[config.mk]
export PLATFORM = sky130hd
export DESIGN_NAME = fetch_seq
export DESIGN_NICKNAME = d
export VERILOG_FILES = /design/src/rtl/byteblast_pkg.sv /design/src/rtl/fetch_pc.sv /design/src/rtl/fetch_seq.sv
export SDC_FILE = /design/constraint.sdc
export NUM_CORES = 1
export LEC_CHECK = 0
export ABC_AREA = 1
export CORE_ASPECT_RATIO = 1.2
export CORE_MARGIN = 5
export CORE_UTILIZATION = 41
export CTS_CLUSTER_SIZE = 16
export DETAILED_ROUTE_END_ITERATION = 10
export HOLD_SLACK_MARGIN = 0.1
export PLACE_DENSITY = 0.87
export SLEW_MARGIN = 20
export SYNTH_ARGS = -nofsm -noshare
export SYNTH_HDL_FRONTEND = slang
export SYNTH_SLANG_ARGS = --single-unit
[constraint.sdc]
create_clock -name clk -period 1.15 [get_ports clk]
set_input_delay 0.23 -clock clk [delete_from_list [all_inputs] [get_ports clk]]
set_output_delay 0.23 -clock clk [all_outputs]
set_load 0.02 [all_outputs]
[src/rtl/byteblast_pkg.sv]
// Shared fetch/decode constants: word layout, opcodes and the fetch sequencer state encoding.
package byteblast_pkg;

  localparam int unsigned PC_BITS       = 5;
  localparam int unsigned INSTR_BITS    = 3;
  localparam int unsigned ADDRESS_BITS  = 5;
  localparam int unsigned VALUE_BITS    = INSTR_BITS + ADDRESS_BITS;
  localparam int unsigned SETTLE_CYCLES = 3;
  localparam int unsigned SETTLE_BITS   = (SETTLE_CYCLES > 2) ? $clog2(SETTLE_CYCLES) : 1;

  localparam int unsigned OPC_MSB = 7;
  localparam int unsigned OPC_LSB = 5;
  localparam int unsigned OPR_MSB = 4;
  localparam int unsigned OPR_LSB = 0;

  localparam logic [INSTR_BITS-1:0] OPC_LD   = 3'b001;
  localparam logic [INSTR_BITS-1:0] OPC_ADD  = 3'b010;
  localparam logic [INSTR_BITS-1:0] OPC_STO  = 3'b100;
  localparam logic [INSTR_BITS-1:0] OPC_HALT = 3'b111;

  // Instruction word as seen on the program memory and decoder buses.
  typedef struct packed {
    logic [INSTR_BITS-1:0]   opcode;
    logic [ADDRESS_BITS-1:0] operand;
  } instr_t;

  typedef enum logic [2:0] {
    ST_IDLE,
    ST_FETCH,
    ST_WAIT,
    ST_ISSUE,
    ST_SETTLE,
    ST_HALTED
  } state_e;

endpackage

[src/rtl/fetch_pc.sv]
// Program counter register: reset to 0, increments with silent wrap at 2^PC_BITS.
module fetch_pc
  import byteblast_pkg::*;
(
  input  logic               clk,
  input  logic               rst_n,
  input  logic               inc,
  output logic [PC_BITS-1:0] pc
);

  logic [PC_BITS-1:0] pc_q;
  logic [PC_BITS-1:0] pc_d;

  always_comb begin
    pc_d = pc_q;
    if (inc) begin
      pc_d = pc_q + PC_BITS'(1);
    end
  end

  always_ff @(posedge clk or negedge rst_n) begin
    if (!rst_n) begin
      pc_q <= '0;
    end else begin
      pc_q <= pc_d;
    end
  end

  assign pc = pc_q;

endmodule

[src/rtl/fetch_seq.sv]
// Instruction fetch sequencer: fetch, wait for memory, issue one word, hold it while downstream settles.
// Optional BYTEBLAST_FETCH_SINGLE_STEP_EN adds a step input that runs one instruction per rising edge.
module fetch_seq
  import byteblast_pkg::*;
(
  input  logic                  clk,
  input  logic                  rst_n,
  input  logic                  run,
`ifdef BYTEBLAST_FETCH_SINGLE_STEP_EN
  input  logic                  step,
`endif
  output logic                  mem_rd,
  output logic [PC_BITS-1:0]    mem_addr,
  input  logic [VALUE_BITS-1:0] mem_data,
  input  logic                  mem_valid,
  output logic [VALUE_BITS-1:0] o_value,
  output logic                  o_enable,
  output logic [PC_BITS-1:0]    o_pc,
  output logic                  o_busy,
  output logic                  o_halted
);

  state_e                 state_q, state_d;
  logic [SETTLE_BITS-1:0] cnt_q, cnt_d;
  instr_t                 value_q, value_d;
  logic                   mem_rd_q, mem_rd_d;
  logic                   enable_q, enable_d;
  logic                   busy_q, busy_d;
  logic                   halted_q, halted_d;
  logic                   pc_inc;
  logic                   start;
  logic                   cont;
  logic [PC_BITS-1:0]     pc;
  instr_t                 mem_word;

  assign mem_word = mem_data;

`ifdef BYTEBLAST_FETCH_SINGLE_STEP_EN
  logic step_q;

  always_ff @(posedge clk or negedge rst_n) begin
    if (!rst_n) begin
      step_q <= 1'b0;
    end else begin
      step_q <= step;
    end
  end

  // Step mode always parks in IDLE after an instruction; run re-launches from there.
  assign start = run | (step & ~step_q);
  assign cont  = 1'b0;
`else
  assign start = run;
  assign cont  = run;
`endif

  fetch_pc u_pc (
    .clk   (clk),
    .rst_n (rst_n),
    .inc   (pc_inc),
    .pc    (pc)
  );

  always_comb begin
    state_d = state_q;
    cnt_d   = cnt_q;
    value_d = value_q;
    pc_inc  = 1'b0;
    case (state_q)
      ST_IDLE: begin
        if (start) begin
          state_d = ST_FETCH;
        end
      end
      ST_FETCH: begin
        state_d = ST_WAIT;
      end
      ST_WAIT: begin
        if (mem_valid) begin
          if (mem_word.opcode == OPC_HALT) begin
            state_d = ST_HALTED;
          end else begin
            value_d = mem_word;
            state_d = ST_ISSUE;
          end
        end
      end
      ST_ISSUE: begin
        cnt_d   = SETTLE_BITS'(SETTLE_CYCLES - 1);
        state_d = ST_SETTLE;
      end
      ST_SETTLE: begin
        if (cnt_q == '0) begin
          pc_inc  = 1'b1;
          state_d = cont ? ST_FETCH : ST_IDLE;
        end else begin
          cnt_d = cnt_q - SETTLE_BITS'(1);
        end
      end
      ST_HALTED: begin
        state_d = ST_HALTED;
      end
      default: begin
        state_d = ST_IDLE;
      end
    endcase

    // Outputs are registered copies of the state being entered.
    mem_rd_d = (state_d == ST_FETCH);
    enable_d = (state_d == ST_ISSUE);
    busy_d   = (state_d != ST_IDLE) && (state_d != ST_HALTED);
    halted_d = (state_d == ST_HALTED);
  end

  always_ff @(posedge clk or negedge rst_n) begin
    if (!rst_n) begin
      state_q  <= ST_IDLE;
      cnt_q    <= '0;
      value_q  <= '0;
      mem_rd_q <= 1'b0;
      enable_q <= 1'b0;
      busy_q   <= 1'b0;
      halted_q <= 1'b0;
    end else begin
      state_q  <= state_d;
      cnt_q    <= cnt_d;
      value_q  <= value_d;
      mem_rd_q <= mem_rd_d;
      enable_q <= enable_d;
      busy_q   <= busy_d;
      halted_q <= halted_d;
    end
  end

  assign mem_rd   = mem_rd_q;
  assign mem_addr = pc;
  assign o_pc     = pc;
  assign o_value  = value_q;
  assign o_enable = enable_q;
  assign o_busy   = busy_q;
  assign o_halted = halted_q;

endmodule

==> summary.txt, run 1 <==
Yosys
  • Register area share after synthesis: 50.3%
  • Synth Net Count: 139
  • Area share of the largest cell type after synthesis: 50.3%
  • Synth top area cells: dfrtp_1, nand2_1, inv_1, nor2_1, o21ai_0
  • Seq cells post-synth: 22
  • Post-synth cell types: 18
  • Mean Syn Cell Area: 8.82 um2
  • Synth Warn #: 0
  • Cells after Synth: 124
  • Area leader, netlist: dfrtp_1
  • Mapped Area: 1090 um2

Clock network
  • CTS max path bufs: 2
  • H-tree levels: 1
  • Clk slew on worst S/H paths: 120 ps
  • # hold bufs at CTS: 0
  • CTS root buf: clkbuf_4
  • Worst skew pair latency: 320 ps
  • CTS tree: done
  • Cts bufs inserted: 3
  • Clk sinks: 22

Critical path
  • Critical path arrival: 1580 ps
  • RR Endpoint: o_busy
  • R2R depth: 11
  • Startpoint types: flip-flop
  • Setup crit end kind: flip-flop
  • Maximum fanout along the worst path: 3
  • Setup CP Type: flip-flop to flip-flop
  • WP data required: 1380 ps
  • RR Startpoint: cnt_q[1]
  • R2R setup slack: -210 ps

Timing
  • Fin worst setup slack: -207 ps
  • Final setup vio count: 19
  • Final slew viol count: 0
  • Clock Skew: 6.11 ps
  • Achievable Freq: 737 MHz
  • RSZ-0062 raised after global routing: true
  • Worst-margin pin slew: 246 ps
  • Min Tclk post-route: 1360 ps
  • Final Cycle Share: 118%
  • Final Hold Viols: 0
  • Max-slew headroom: 83.5%

Finish
  • Area Overhead vs Synth: 60.2%
  • Fin area: 1750 um2
  • Nets: 199
  • Number of diodes: 0
  • Non-Filler Instances: 216
  • Share of layout cells above drive strength 1: 49.7%
  • Most common cell after layout, fill and taps aside: nand2_1
  • Commonest non-fill, non-tap cells in the layout: nand2_1, buf_4, dfrtp_1

GRT
  • Largest net degree at the start of global routing: 23
  • GRT Total Usage: 17.0%
  • Total grt overflow: 0
  • Initial antenna violation count: 0
  • Vias in the first global route: 1,056
  • Global-route wire length before repair: 4.93 mm

Power
  • Total chip power: 0.00465 W
  • LEAKAGE: 0.878 nW
  • PD cells: 2650 nW/um2
  • VDD IR max: 1240 uV

Floorplanning
  • Die height: 66.6 um
  • I/O Pins: 34
  • Starting density of the core: 42.8%
  • Core area: 2550 um2
  • Die area: 3800 um2
  • DIE WIDTH: 57.1 um
  • Rows: 20

Drt
  • DRT Pass-1 Iters: 4
  • Final ANT Viol Nets: 0
  • DRC: 0
  • Vias per cell: 4.92
  • DR iter-0 viols: 48
  • Wire per inst: 13.8 um
  • WL final: 2.98 mm
  • DR vias: 1,062

Outcome
  • Status: complete, but fails checks
  • Failing checks: setup timing

Place
  • Placement Setup Slack: -436 ps
  • Routability cong.: 0.841
  • Buffers on Ports: 33
  • Dpl cell area: 1570 um2
  • Hpwl dp: 1.89 mm
  • Placed cells: 204

Worst hold path
  • Hold Path Class: input pin to asynchronous set/reset pin

Flow run
  • Max Cap Viol: 0
[power by group]
part           total [W]  internal (W)  switching (W)
clock           0.000439      0.000194       0.000245
sequential       0.00133       0.00110       0.000224
combinational    0.00288       0.00131        0.00157
total            0.00465       0.00261        0.00204
[final cells by class]
cell class / instances / area (um2)
fillers: 193 / 801
well taps: 33 / 41.3
inverters: 15 / 58.8
flip-flops and latches: 22 / 552
repair buffers: 62 / 532
multi-input cells: 80 / 532
clock buffers: 4 / 36.3
[cell usage after synthesis]
cell type  instances
dfrtp_1           22
buf_6              2
o21ai_2            1
o21ai_0            8
mux2_2             1
buf_12             1
nand4_1            4
nor2_2             6
ha_1               3
inv_1             15
buf_4              5
nand3_1            6
nand2_1           32
and3_1             1
nor3_2             1
nor2_1            12
xnor2_1            3
xor2_1             1
[per-layer routing]
layer | GRT usage (%) | vias up | share of wire (%)
met3 | 3.88 | 13 | 5.1
li1 | - | 506 | -
met1 | 18.2 | 508 | 36
met2 | 31.6 | 35 | 54
met4 | 7.25 | 0 | 4.4
met5 | 0 | - | 0
[cells by family after synthesis]
logic type / count (synthesis) / share of synthesized area, %
simple gates: 62 / 25.1
buf+inv: 23 / 12.5
flops: 22 / 50.3
compound gates: 9 / 4.46
xor+xnor: 4 / 3.20
fa+ha+maj: 3 / 3.43
mux: 1 / 1.03
[sequential cells by signal, indices dropped and copies added (netlist names)]
name and count:
o_halted 1, o_value 8, u_pc.pc 5, o_enable 1, mem_rd 1, state_q 3, cnt_q 2, o_busy 1
[critical path, stage by stage (launching register included)]
cell	delay, ps
dfrtp_1	390
inv_2	90
ha_4	140
inv_2	30
nand2_1	40
nand2_1	50
nand2_2	80
nand2_2	60
nor2_2	100
nand2_1	90
nand2_1	100
nand2_1	60
[worst max path at each step]
stage	from	endpoint	slack (ps)	cells past startpoint
floorplan	state_q[0]	u_pc.pc[1]	-60	5
global placement	mem_data[6]	o_value[1]	-330	5
CTS	cnt_q[0]	o_busy	-130	11
global route	cnt_q[0]	o_busy	-270	11
finish	cnt_q[1]	o_busy	-210	11
detailed placement	mem_data[6]	o_value[4]	-440	5
[through the flow]
stage | hold WS, ps | TNS (ps) | util, %
2_1_floorplan | -65.6 | -267 | -
3_3_place_gp | 516 | -4600 | 61.6
3_5_place_dp | 518 | -6000 | 61.6
4_1_cts | 235 | -1070 | 63.5
5_1_grt | 226 | -3590 | 68.6
6_report | 227 | -1700 | 68.6
[what timing repair did]
item,4_1_cts,5_1_grt
setup buffers,5,2
endpoints found under the setup margin,42,30
cloned,1,0
gates resized for setup,118,33
pin swaps,15,9
No activity file was read; power rests on OpenSTA's default activity.
==> inputs of run 2 (changes only) <==
- CORE_UTILIZATION: 41 -> 49
- PLACE_DENSITY: 0.87 -> 0.95
- SLEW_MARGIN: 20 -> 40
- clock period: 1.15 -> 1.6 ns (I/O delays scaled with it)
==> run 2 against run 1 <==
Sequential share of layout area is 6.7 points higher. First-iteration DRC count is 40% lower. Sequential cell count stayed put. Clock-buffer cell count stayed put. Die area is 14% lower. Clock skew hardly changed. Critical path depth is 10 lower. Utilization is 0.19 points higher. Worst hold slack better by 120 ps. Wire length is 19% lower. The run now ends clean. Largest power group unchanged. Combinational power is 54% lower. Sequential power is 28% lower.
==> summary.txt, run 2 (same netlist as run 1, synthesis figures left out) <==
Outcome
  • Status: finished clean

Timing
  • Final setup vio count: 0 (-19)
  • Final Hold Viols: 0 (unchanged)
  • RSZ-0062 raised after global routing: false
  • Fin worst setup slack: 37.1 ps (+244 ps)
  • Final slew viol count: 0 (unchanged)
  • Final Cycle Share: 97.7%
  • Clock Skew: 6.48 ps (+0.365 ps)
  • Worst-margin pin slew: 293 ps (+46.6 ps)
  • Max-slew headroom: 80.5% (-3.0 points)
  • Min Tclk post-route: 1560 ps
  • Achievable Freq: 640 MHz

Floorplanning
  • Rows: 18 (-10%)
  • Core area: 2090 um2 (-18%)
  • Starting density of the core: 52.2% (+9.4 points)
  • I/O Pins: 34 (unchanged)
  • DIE WIDTH: 53.1 um (-7.0%)
  • Die height: 61.8 um (-7.2%)
  • Die area: 3280 um2 (-14%)

Critical path
  • Delay-heaviest family, CP: buffers and inverters
  • WP data required: 1280 ps (-100 ps)
  • CP peak stage delay: 600 ps (+210 ps)
  • Maximum fanout along the worst path: 1 (-2)
  • Setup crit end kind: primary output
  • Slowest CP cell: clkdlybuf4s50_1
  • Critical path arrival: 1240 ps (-340 ps)
  • Crit path cell chain: clkdlybuf4s50_1
  • Buffers and inverters on the worst path: 1 (-1)
  • Setup CP Type: flip-flop to primary output
  • Startpoint types: flip-flop

Drt
  • WL final: 2.41 mm (-19%)
  • DRC: 0 (unchanged)
  • DR iter-0 viols: 29 (-40%)
  • Final ANT Viol Nets: 0 (unchanged)
  • Vias per cell: 4.87 (-1.0%)
  • DR vias: 910 (-14%)
  • DRT Pass-1 Iters: 5 (+1)
  • Wire per inst: 12.9 um (-6.9%)

Clock network
  • CTS max path bufs: 2 (unchanged)
  • # hold bufs at CTS: 0 (unchanged)
  • CTS tree: done
  • Cts bufs inserted: 3 (unchanged)
  • Clk slew on worst S/H paths: 120 ps (about the same)
  • H-tree levels: 1 (unchanged)
  • Clk sinks: 22 (unchanged)
  • CTS root buf: clkbuf_4
  • Worst skew pair latency: 310 ps (about the same)

GRT
  • GRT Total Usage: 16.6% (-0.39 points)
  • Total grt overflow: 0 (unchanged)
  • Initial antenna violation count: 0 (unchanged)
  • Largest net degree at the start of global routing: 23 (unchanged)
  • Global-route wire length before repair: 3.99 mm (-19%)
  • Vias in the first global route: 932 (-12%)

Place
  • Buffers on Ports: 33 (unchanged)
  • Placement Setup Slack: -73.4 ps (+362 ps)
  • Hpwl dp: 1.84 mm (-2.9%)
  • Routability cong.: 0.759 (-9.8%)

Finish
  • Layout fillers: 174 (-9.8%)
  • Area Overhead vs Synth: 31.8%
  • Footprint of the multi-input gates: 408 um2 (-23%)
  • Commonest non-fill, non-tap cells in the layout: nand2_1, dfrtp_1, dlygate4sd2_1
  • Number of diodes: 0 (unchanged)
  • Max reg flops: 8 (unchanged)
  • Share of layout cells above drive strength 1: 11.5% (-38 points)
  • Finished Core Util: 68.8% (+0.19 points)
  • Nets: 173 (-13%)
  • Reg area: 551 um2 (-0.23%)
  • Most common cell after layout, fill and taps aside: nand2_1

Worst hold path
  • Hold Path Class: input pin to asynchronous set/reset pin

Power
  • VDD IR max: 992 uV (-20%)
  • LEAKAGE: 0.804 nW (-8.4%)
  • PD cells: 1800 nW/um2 (-32%)

Flow run
  • Max Cap Viol: 0 (unchanged)
-- run 2: changes by cell type in the layout (fill, tap and decap cells not counted), sizes merged --
cell	change
clkdlybuf4s50	+1
and3	-1
buf	-47
dlymetal6s2s	+5
dlygate4sd2	+16
-- run 2: worst paths after layout --
kind	cells past startpoint	slack, ps	from	endpoint
worst min-delay path	2	350	rst_n	o_halted
worst max register to register	4	190	state_q[0]	u_pc.pc[1]
worst max-delay path	1	40	o_busy	o_busy
max in group asynchronous	2	1030	rst_n	mem_rd
min in group clk	1	500	u_pc.pc[4]	u_pc.pc[4]
worst min register to register	1	500	u_pc.pc[4]	u_pc.pc[4]
-- run 2: where the power goes --
| group | switching [W] | internal [W] |
|---|---|---|
| Sequential | 0.000172 | 0.000790 |
| Clock | 0.000167 | 0.000139 |
| Combinational | 0.000811 | 0.000517 |
-- run 2: what timing repair did --
| action | CTS | global route |
|---|---|---|
| resized for setup | 16 | 6 |
| setup endpoints to repair | 16 | 10 |
| setup buffers | 0 | 0 |
-- run 2: cell type report --
cell class / count / share of cell area [%]
Inverter: 15 / 3.91
Sequential cell: 22 / 38.2
Multi-Input combinational cell: 79 / 28.3
Clock buffer: 4 / 2.52
Tap cell: 30 / 2.60
Timing Repair Buffer: 37 / 24.5
-- run 2: metrics by stage --
step | area [um2] | power [W] | setup TNS (ps) | cells | hold slack, ps
2_1_floorplan | 1090 | 0.00190 | 0 | 124 | 24.4
3_3_place_gp | 1410 | 0.00236 | 0 | 183 | 483
3_5_place_dp | 1410 | 0.00243 | -339 | 183 | 493
6_report | 1440 | 0.00260 | 0 | 187 | 349
5_1_grt | 1440 | 0.00280 | 0 | 187 | 388
4_1_cts | 1430 | 0.00262 | 0 | 187 | 369
-- run 2: routing by layer --
metal,track usage [%],vias up,share of wire [%]
met4,7.66,0,1.2
li1,-,449,-
met5,0,-,0
met2,30.1,30,50
met1,18.9,426,40
met3,3.10,5,7.9
==> inputs of run 3 (changes only) <==
- SLEW_MARGIN: 40 -> not set
==> results of run 3 <==
The final DEF is identical to that of run 2; final timing and power are the same.
